## src/rtl/mas_stream_acc.sv

```systemverilog
// mas_stream_acc: streaming modular add/subtract accumulator.
// Each accepted operand is folded into a running residue mod Q over two
// registered cycles (raw sum, then one conditional +/-Q correction). The
// final residue and comparator flags are presented when the last operand
// of a frame has been folded.
module mas_stream_acc #(
  parameter int W = 4
) (
  input  logic         clk,
  input  logic         rst,
  input  logic         in_valid,
  output logic         in_ready,
  input  logic [W:0]   in_data,
  input  logic [1:0]   in_op,
  input  logic         in_last,
  input  logic [W:0]   q,
  output logic         out_valid,
  input  logic         out_ready,
  output logic [W-1:0] out_data,
  output logic [1:0]   out_tcmp,
  output logic         out_err
);

  typedef enum logic [1:0] {S_IDLE, S_SUM, S_FIX, S_OUT} state_t;

  localparam logic signed [W:0] Q_MIN = 2;

  state_t                r_state;
  state_t                w_next;
  logic [W-1:0]          r_acc;
  logic signed [W:0]     r_q;
  logic signed [W:0]     r_din;
  logic [1:0]            r_op;
  logic                  r_last;
  logic                  r_first;
  logic                  r_err;
  logic signed [W+1:0]   r_sum;
  logic [1:0]            r_tcmp;

  logic signed [W:0]     w_q_sel;
  logic signed [W:0]     w_din_s;
  logic                  w_din_bad;
  logic signed [W+1:0]   w_acc_ext;
  logic signed [W+1:0]   w_din_ext;
  logic signed [W+1:0]   w_q_ext;
  logic signed [W+1:0]   w_sum;
  logic signed [W+1:0]   w_fix;

  assign in_ready  = (r_state == S_IDLE) && !rst;
  assign out_valid = (r_state == S_OUT);

  // Range check against the modulus in force for this operand: the live q
  // input on the first operand (it is being captured now), else the stored one.
  assign w_q_sel   = r_first ? $signed(q) : r_q;
  assign w_din_s   = $signed(in_data);
  assign w_din_bad = w_din_s[W] || (w_din_s >= w_q_sel);

  // Residue is always non-negative, so it is zero-extended into the sum.
  assign w_acc_ext = $signed({2'b00, r_acc});
  assign w_din_ext = {r_din[W], r_din};
  assign w_q_ext   = {r_q[W], r_q};

  // Raw sum/difference/load for the SUM cycle.
  always_comb begin
    w_sum = w_din_ext;
    case (r_op)
      2'b00:   w_sum = w_acc_ext + w_din_ext;
      2'b11:   w_sum = w_acc_ext - w_din_ext;
      default: w_sum = w_din_ext;
    endcase
  end

  // Single correction step for the FIX cycle; tcmp==10 passes through.
  always_comb begin
    w_fix = r_sum;
    case (r_tcmp)
      2'b00:   w_fix = r_sum + w_q_ext;
      2'b11:   w_fix = r_sum - w_q_ext;
      default: w_fix = r_sum;
    endcase
  end

  // State register.
  always_ff @(posedge clk) begin
    if (rst) r_state <= S_IDLE;
    else     r_state <= w_next;
  end

  // Next-state logic.
  always_comb begin
    w_next = r_state;
    case (r_state)
      S_IDLE: if (in_valid) w_next = S_SUM;
      S_SUM:  w_next = S_FIX;
      S_FIX:  w_next = r_last ? S_OUT : S_IDLE;
      S_OUT:  if (out_ready) w_next = S_IDLE;
      default: w_next = S_IDLE;
    endcase
  end

  // Datapath registers: operand capture, sum/flags, correction, result hold.
  always_ff @(posedge clk) begin
    if (rst) begin
      r_acc    <= '0;
      r_q      <= '0;
      r_din    <= '0;
      r_op     <= '0;
      r_last   <= 1'b0;
      r_first  <= 1'b1;
      r_err    <= 1'b0;
      r_sum    <= '0;
      r_tcmp   <= '0;
      out_data <= '0;
      out_tcmp <= '0;
      out_err  <= 1'b0;
    end else begin
      case (r_state)
        S_IDLE: begin
          if (in_valid) begin
            r_din  <= w_din_s;
            r_op   <= in_op;
            r_last <= in_last;
            if (r_first) begin
              r_q   <= $signed(q);
              r_err <= ($signed(q) < Q_MIN) || w_din_bad;
            end else begin
              r_err <= r_err || w_din_bad;
            end
          end
        end
        S_SUM: begin
          r_sum  <= w_sum;
          r_tcmp <= {(w_sum >= w_q_ext), !w_sum[W+1]};
        end
        S_FIX: begin
          r_acc <= w_fix[W-1:0];
          if (r_last) begin
            out_data <= w_fix[W-1:0];
            out_tcmp <= r_tcmp;
            out_err  <= r_err;
          end else begin
            r_first <= 1'b0;
          end
        end
        S_OUT: begin
          if (out_ready) begin
            r_first <= 1'b1;
            r_acc   <= '0;
          end
        end
        default: ;
      endcase
    end
  end

endmodule

```

## config.mk

```make
export PLATFORM = sky130hd
export DESIGN_NAME = mas_stream_acc
export DESIGN_NICKNAME = d
export VERILOG_FILES = /design/src/rtl/mas_stream_acc.sv
export SDC_FILE = /design/constraint.sdc
export NUM_CORES = 1
export LEC_CHECK = 0
export BUFFER_PORTS_ARGS = -buffer_cell sky130_fd_sc_hd__buf_2
export CAP_MARGIN = 20
export CORE_MARGIN = 2
export CORE_UTILIZATION = 40
export CTS_CLUSTER_DIAMETER = 60
export DETAILED_ROUTE_END_ITERATION = 8
export PLACE_DENSITY = 0.58
export SLEW_MARGIN = 15
export SYNTH_ARGS = -nofsm -noshare
export SYNTH_HDL_FRONTEND = slang
export SYNTH_SLANG_ARGS = --single-unit
export TNS_END_PERCENT = 50
```

## constraint.sdc

```tcl
create_clock -name clk -period 3.44 [get_ports clk]
set_input_delay 0.516 -clock clk [delete_from_list [all_inputs] [get_ports clk]]
set_output_delay 0.516 -clock clk [all_outputs]
set_load 0.01 [all_outputs]
```

==> results.cfg <==
[finish]
areaGrowthSynthToFinish_pct = 13.6
final_cell_mix = nand2_1 (38), dfxtp_1 (34), nor2_1 (27)
drive_above_1_share_pct = 14.0
fillers = 543
nets = 325
layout_commonest_cell = nand2_1
antennaDiodeCount = 0
final_util_pct = 47.2

[clock_network]
cts_buffers = 5
hold_buffers = 0
path_clk_slew_ns = 0.07
root_buffer = clkbuf_8
cts_sinks = 34
ctsResizeCount = 0
insertion_delay_ns = 0.29
cts_tree = done
post_cts_buffers = 0
clockBufferDepth = 2
cts_max_level = 2

[placement]
port_buffers = 25
routabilityCongestion = 0.822
hpwlAfterDp_um = 3700

[yosys]
netlist_instances = 260
synth_edf_count = 0
synth_fp_nets = 301
synth_ff_type = dfxtp_1
async_reset_ff_share_pct = 0
synth_cell_types = 41
syn_area_per_cell_um2 = 8.21
syn_area_um2 = 2130
seq_area_frac_synth_pct = 31.9
ys_ff_latch = 34
yosysWarnings = 0

[setup_path]
cp_slowest_cell = dfxtp_1
worstPathCellList = inv_1 > ha_1 > mux2_2 > inv_1 > ha_1 > nor2b_1 > o31a_1 > o21ai_0 > mux2i_1 > and2_1 > ha_1 > nand3_1 > a31oi_1 > o32ai_1
cp-end-kind = flip-flop
critPathTopFamily = adder cells
crit_arrival_ns = 3.20
crit_path_start_kind = flip-flop
reg2reg_slack_ns = 0.44
rr_worst_depth = 14
crit_path_frequent_cell = ha_1
crit_buf_inv = 2
worstPathRequired_ns = 3.64
critical_path_depth = 14
worst-setup-path-type = flip-flop to flip-flop
crit_fanout = 5
cpPeakStageDelay_ns = 0.39

[timing]
finalClockSkew_ns = 0.00416
tightest_slew_ns = 0.650
rsz0062_at_grt = no
layout_min_cycle_time_ns = 3.00
finalMaxSlewViolations = 0
finalSetupViolCount = 0
hold_viol = 0
tns_ns = 0
finalCritPeriodShare_pct = 87.2
slew_headroom_pct = 56.5
max_clock_freq_mhz = 333

[detailed_routing]
drt_first_pass_iters = 4
wl_um = 4850
detail-route-antenna-nets = 0
wire_per_inst_um = 13.7
first_iter_violations = 47
drc = 0
via_count = 1842
avgViaCountPerCell = 5.19

[power_and_ir_drop]
p_sw_uw = 376
fin_total_pwr_uw = 1120
power_density_nw_per_um2 = 463
power_frac_clock_pct = 27.8
p_sw_share_pct = 33.5
leakage_uw = 0.00104
p_comb_share_pct = 31.8
peakVddDrop_v = 0.000257
seq_power_share_pct = 40.4
p_int_uw = 747

[floorplanning]
io_pins = 26
die_y_um = 77.1
fp-row-count = 26
die_area_um2 = 5940
initial_core_util_pct = 41.5
core_um2 = 5140
die_w_um = 77.1

[grt]
grt_antenna_before_repair = 0
grt_use_total_pct = 17.6
grt_pass1_wl_um = 8280
grt_max_degree = 38
overflow = 0
grt_pass1_vias = 1734

[worst_hold_path]
hold_path_class = flip-flop to flip-flop
whs_path_depth = 2

[job]
maxCapViolCount = 0

[run_status]
outcome = completed
registers in the layout, summed over array words and instances, names as in the netlist:
name and cells:
r_din 5, r_q 5, out_data 4, r_acc 4, r_sum 4, out_tcmp 2, r_op 2, r_state 2
r_tcmp 2, out_err 1, r_err 1, r_first 1, r_last 1
tightest hold or removal path: stages (launching register included):
cell	delay, ns
dfxtp_1	0.31
nand2_1	0.05
a21oi_1	0.05
layout make-up:
type,instances,area [µm²],share of cell area [%]
multi-input combinational,200,1360,56.1
sequential,34,681,28.1
timing repair buffer,27,140,5.78
tap,70,87.6,3.61
clock buffer,6,82.6,3.41
inverter,16,60.1,2.48
clock inverter,2,12.5,0.516
synth_stat cells (5+ instances only):
master	count	share of area (%)
nand2_1	38	6.7
dfxtp_1	34	32
nor2_1	27	4.7
ha_1	22	13
a21oi_1	20	4.7
inv_1	16	2.8
mux2i_1	13	6.1
clkbuf_1	9	1.6
o21ai_0	8	1.9
a211oi_1	7	2.5
a21o_1	6	2.1
nand2b_1	6	1.8
nor3_1	5	1.2
power groups by stage:
| stage | Clock, µW | Combinational, µW | Sequential (µW) |
|---|---|---|---|
| 2_1_floorplan | 0 | 286 | 445 |
| 3_3_place_gp | 0 | 355 | 462 |
| 3_5_place_dp | 0 | 357 | 462 |
| 4_1_cts | 318 | 361 | 454 |
| 5_1_grt | 339 | 409 | 459 |
| 6_report | 312 | 357 | 454 |
through the flow:
step	worst slack, ns	area, µm²	cells	hold slack [ns]
2_1_floorplan	0.669	2130	260	0.440
3_3_place_gp	0.551	2330	347	0.441
3_5_place_dp	0.484	2330	347	0.445
4_1_cts	0.435	2420	355	0.455
5_1_grt	0.226	2420	355	0.469
6_report	0.440	2420	355	0.451
final timing paths:
path | start | end
setup reg to reg | r_din[0]$_SDFFE_PP0P_ | r_tcmp[1]$_SDFFE_PP0N_
hold / removal | out_err$_SDFFE_PP0P_ | out_err$_SDFFE_PP0P_
setup / recovery | r_din[0]$_SDFFE_PP0P_ | r_tcmp[1]$_SDFFE_PP0N_
hold reg to reg | out_err$_SDFFE_PP0P_ | out_err$_SDFFE_PP0P_
kinds of logic (layout without fill, tap and decap cells):
family	Yosys count	count (layout)	synth area share [%]
AO/OA/AOI/OAI	60	60	18.3
XOR/XNOR	7	7	2.87
adder cells (fa/ha/maj)	24	24	14.8
buffers and inverters	26	51	4.57
flip-flops	34	34	31.9
multiplexers	15	15	7.15
AND/OR/NAND/NOR	94	94	20.4
routing by layer:
metal | part of all wire (%) | global-route usage [%] | vias to the layer above
met5 | 0 | 0 | -
met3 | 3.2 | 3.76 | 7
met1 | 48 | 23.0 | 856
li1 | - | - | 951
met4 | 1.4 | 6.07 | 0
met2 | 47 | 28.9 | 28
Power figures use the tool's default switching activity.
